## src/rtl/parking_controller_fsm.sv

```systemverilog
`default_nettype none
// ============================================================================
// Module   : parking_controller_fsm
// Purpose  : Single-lane parking gate controller; PIN entry, gate command,
//            wrong-PIN and tailgating alarms (Moore FSM).
// Revision : 1.0  initial release
// ============================================================================
module parking_controller_fsm #(
   parameter logic [7:0] CORRECT_PIN  = 8'h47,
   parameter int         MAX_ATTEMPTS = 3
) (
   input  logic       clock,
   input  logic       reset,
   input  logic [7:0] pin,
   input  logic       senr_e,
   input  logic       senr_x,
   output logic       gate_o,
   output logic       gate_cls,
   output logic       alm_pin,
   output logic       alm_blkg
);

   typedef enum logic [2:0] {
      IDLE      = 3'd0,
      WAIT_PIN  = 3'd1,
      GATE_OPEN = 3'd2,
      ALM_PIN   = 3'd3,
      ALM_BLKG  = 3'd4
   } state_t;

   localparam logic [1:0] c_max = 2'(MAX_ATTEMPTS);

   state_t     r_state;
   state_t     w_next;
   logic [1:0] r_cnt;
   logic [1:0] w_cnt_next;
   logic [1:0] w_cnt_sat;
   logic       r_armed;
   logic       w_attempt;
   logic       w_ok;
   logic       w_bad;

   assign w_attempt = (pin != 8'h00) && r_armed;
   assign w_ok      = w_attempt && (pin == CORRECT_PIN);
   assign w_bad     = w_attempt && (pin != CORRECT_PIN);
   assign w_cnt_sat = (r_cnt == c_max) ? r_cnt : r_cnt + 2'd1;

   // A nonzero pin either consumes the arm or finds it already cleared,
   // so the flag simply tracks whether the keypad was idle last cycle.
   always_ff @(posedge clock) begin
      if (reset) begin
         r_state <= IDLE;
         r_cnt   <= 2'd0;
         r_armed <= 1'b1;
      end else begin
         r_state <= w_next;
         r_cnt   <= w_cnt_next;
         r_armed <= (pin == 8'h00);
      end
   end

   always_comb begin
      w_next     = r_state;
      w_cnt_next = r_cnt;
      gate_o     = 1'b0;
      gate_cls   = 1'b1;
      alm_pin    = 1'b0;
      alm_blkg   = 1'b0;
      case (r_state)
         IDLE: begin
            w_cnt_next = 2'd0;
            if (senr_e) w_next = WAIT_PIN;
         end
         WAIT_PIN: begin
            if (w_ok) begin
               w_next     = GATE_OPEN;
               w_cnt_next = 2'd0;
            end else if (w_bad) begin
               w_cnt_next = w_cnt_sat;
               if (w_cnt_sat == c_max) w_next = ALM_PIN;
            end else if (!senr_e) begin
               w_next     = IDLE;
               w_cnt_next = 2'd0;
            end
         end
         GATE_OPEN: begin
            gate_o   = 1'b1;
            gate_cls = 1'b0;
            // Two vehicles across the gate at once wins over a clean exit.
            if (senr_e && senr_x)      w_next = ALM_BLKG;
            else if (senr_x && !senr_e) w_next = IDLE;
         end
         ALM_PIN: begin
            alm_pin = 1'b1;
            if (w_ok) begin
               w_next     = GATE_OPEN;
               w_cnt_next = 2'd0;
            end
         end
         ALM_BLKG: begin
            alm_blkg = 1'b1;
            if (w_ok) begin
               w_next     = IDLE;
               w_cnt_next = 2'd0;
            end
         end
         default: begin
            w_next     = IDLE;
            w_cnt_next = 2'd0;
         end
      endcase
   end

endmodule
`default_nettype wire

```

## config.mk

```make
export PLATFORM = sky130hd
export DESIGN_NAME = parking_controller_fsm
export DESIGN_NICKNAME = d
export VERILOG_FILES = /design/src/rtl/parking_controller_fsm.sv
export SDC_FILE = /design/constraint.sdc
export NUM_CORES = 1
export LEC_CHECK = 0
export ABC_AREA = 0
export BUFFER_PORTS_ARGS = -buffer_cell sky130_fd_sc_hd__buf_2
export CAP_MARGIN = 20
export CORE_AREA = 2 2 39 41
export DETAILED_ROUTE_END_ITERATION = 7
export DIE_AREA = 0 0 41 43
export PLACE_DENSITY_LB_ADDON = 0.3
export REMOVE_ABC_BUFFERS = 1
export SLEW_MARGIN = 25
export SYNTH_ARGS = -nofsm -noshare
export SYNTH_HDL_FRONTEND = slang
export SYNTH_SLANG_ARGS = --single-unit
```

## constraint.sdc

```tcl
create_clock -name clock -period 5.1 [get_ports clock]
set_clock_uncertainty 0.05 [all_clocks]
set_input_delay 0.255 -clock clock [delete_from_list [all_inputs] [get_ports clock]]
set_output_delay 0.255 -clock clock [all_outputs]
set_load 0.03 [all_outputs]
```

==> results.sh <==
export IMPL_grt_usage_pct=12.9
export IMPL_htreeDepth=1
export IMPL_rsz0062_at_grt="no"
export IMPL_antenna_found_initial=0
export IMPL_p_leak_uw=0.000203
export IMPL_antenna_cells=0
export IMPL_relSlewSlack_pct=72.1
export IMPL_grt_max_degree=9
export IMPL_period_minus_slack_ps=1730
export IMPL_via_per_inst=5.14
export IMPL_core_area_um2=1380
export IMPL_seq_area_frac_synth_pct=29.4
export IMPL_slew_violations=0
export IMPL_num_nets_final=82
export IMPL_clk_latency_ps=260
export IMPL_design_area_um2=518
export IMPL_floorplan_rows=14
export IMPL_cts_sinks=6
export IMPL_multi_input_area_um2=262
export IMPL_cts_setup_buffers=0
export IMPL_nFillCells=143
export IMPL_max_freq_mhz=579
export IMPL_run_status="completed"
export IMPL_cts_hold_buf=0
export IMPL_portBuffers=15
export IMPL_start_kind="register"
export IMPL_io_pin_count=16
export IMPL_place_area_um2=495
export IMPL_syn_to_final_growth_pct=27.0
export IMPL_grt_pass1_vias=370
export IMPL_finalCritPeriodShare_pct=33.9
export IMPL_cts_resized=0
export IMPL_cts_buffers=3
export IMPL_synth_cells=52
export IMPL_final_layout_size_suffix_gt1_share_pct=35.3
export IMPL_initial_core_util_pct=29.5
export IMPL_ir_worst_vdd_mv=0.121
export IMPL_ys_ff_latch=6
export IMPL_worstSetupPathType="reg2reg"
export IMPL_dieArea_um2=1760
export IMPL_wl_um=895
export IMPL_drt_iter0_drc=12
export IMPL_maxCapViolCount=0
export IMPL_ant_nets=0
export IMPL_drc=0
export IMPL_cts_buffer_depth=2
export IMPL_worst_slew_pin_slew_ps=413
export IMPL_min_path_type="in2reg"
export IMPL_cp_end_kind="register"
export IMPL_finalSetupViolCount=0
export IMPL_clk_pin_slew_ps=50
export IMPL_clockRootBuffer="clkbuf_4"
export IMPL_synth_area_um2=408
export IMPL_die_y_um=43
export IMPL_grt_overflow=0
export IMPL_routedWlPerCell_um=10.7
export IMPL_seqCellArea_um2=120
export IMPL_synthDistinctLibCells=28
export IMPL_die_w_um=41
export IMPL_num_vias=432
export IMPL_slowest_stage="or4_1"
export IMPL_worstPathRequired_ps=5240
export IMPL_first_pass_iters=4
export IMPL_arrival_ps=1870
export IMPL_cp_max_fo=8
export IMPL_ys_warn_count=0
export IMPL_dp_cells=81
export IMPL_layout_cells_non_filler=84
export IMPL_syn_avg_cell_area_um2=7.84
export IMPL_slowest_delay_ps=480
export IMPL_gp_congestion=0.846
export IMPL_finalHoldViolations=0
export IMPL_grt_pass1_wl_um=1420
export IMPL_final_cell_mix="buf_2 (15), dfxtp_1 (6), inv_1 (5), nor2_1 (4), nand2_1 (4)"
export IMPL_setup_tns_final_ps=0
export IMPL_dp_hpwl_um=719
export IMPL_mostFrequentLayoutCell="buf_2"
export IMPL_power_density_nw_per_um2=269
export IMPL_crit_chain="or2_2 > a31oi_1 > a31oi_4 > or4_1 > o21ai_1"
export IMPL_cts_tree="done"
[power by group]
group          internal (µW)  leakage (µW)  switching, µW
clock network           26.7     0.0000138           18.5
registers               51.2     0.0000491           5.64
logic                   16.6      0.000140           21.0
[worst paths after layout]
path | startpoint | end | slack, ps | depth (start not counted)
setup reg to reg | r_state[1] | r_state[1] | 3370 | 5
hold reg to reg | r_cnt[0] | r_cnt[0] | 430 | 2
hold / removal | reset | r_cnt[0] | 180 | 2
setup / recovery | r_state[1] | r_state[1] | 3370 | 5
[registers in the layout, indices dropped and copies added, names as in the netlist]
name / flops
r_cnt: 2
r_state: 3
r_armed: 1
[synthesized netlist by cell type]
cell / instances / share of area (%)
nor2b_1: 1 / 1.5
a21oi_2: 1 / 2.1
nor4bb_1: 1 / 2.5
nand3_1: 1 / 1.2
or4_4: 2 / 5.5
o21ai_1: 3 / 3.7
and2_1: 1 / 1.5
a31oi_1: 1 / 1.5
o21ai_0: 2 / 2.5
clkbuf_1: 2 / 1.8
o211ai_1: 1 / 1.8
o41ai_1: 1 / 2.1
dfxtp_1: 6 / 29
nor3b_1: 1 / 1.8
inv_1: 5 / 4.6
mux2i_1: 1 / 2.5
or2_2: 1 / 1.5
o31a_1: 1 / 2.1
nor3_1: 3 / 3.7
or2_1: 1 / 1.5
nand2_1: 4 / 3.7
o22ai_2: 1 / 3.1
and3b_1: 1 / 2.1
a31oi_4: 1 / 5.2
nor2_1: 4 / 3.7
or4_1: 1 / 1.8
a21oi_1: 3 / 3.7
nand4_1: 1 / 1.5
[layer usage]
| layer | track usage (%) | up-vias | part of all wire (%) |
|---|---|---|---|
| met5 | 0 | - | 0 |
| met4 | 10.0 | 0 | 4.7 |
| met3 | 7.33 | 7 | 7.3 |
| met2 | 19.1 | 18 | 46 |
| met1 | 12.3 | 183 | 42 |
| li1 | - | 224 | - |
[worst max-delay path, delay by kind of cell, from the launching register on]
| family | cells | cell delay, ps |
|---|---|---|
| AO/OA/AOI/OAI | 3 | 440 |
| flip-flops | 1 | 380 |
| AND/OR/NAND/NOR | 2 | 800 |
[stage by stage]
| stage | total power [µW] | utilization (%) | hold slack [ps] | setup slack [ps] |
|---|---|---|---|---|
| detailed placement | 95.3 | 35.8 | 421 | 3200 |
| finish | 140 | 37.4 | 180 | 3370 |
| CTS | 141 | 37.4 | 177 | 3370 |
| floorplan | 83.4 | - | 274 | 2990 |
| global route | 149 | 37.4 | 190 | 3290 |
| global placement | 95.2 | 35.8 | 415 | 3220 |
[cell type report]
cell class              instances  share of cell area (%)
inverters                       5                    3.62
well taps                      16                    3.86
flip-flops and latches          6                    23.2
multi-input cells              39                    50.5
repair buffers                 15                    14.5
clock buffers                   3                    4.35
[kinds of logic (layout without fill, tap and decap cells)]
logic type | Yosys count | after routing | share of synthesized area, %
buffers and inverters | 7 | 23 | 6.44
muxes | 1 | 1 | 2.45
and+or+nand+nor | 23 | 23 | 33.7
DFF | 6 | 6 | 29.4
AOI/OAI and AO/OA | 15 | 15 | 27.9
Power figures use the tool's default switching activity.
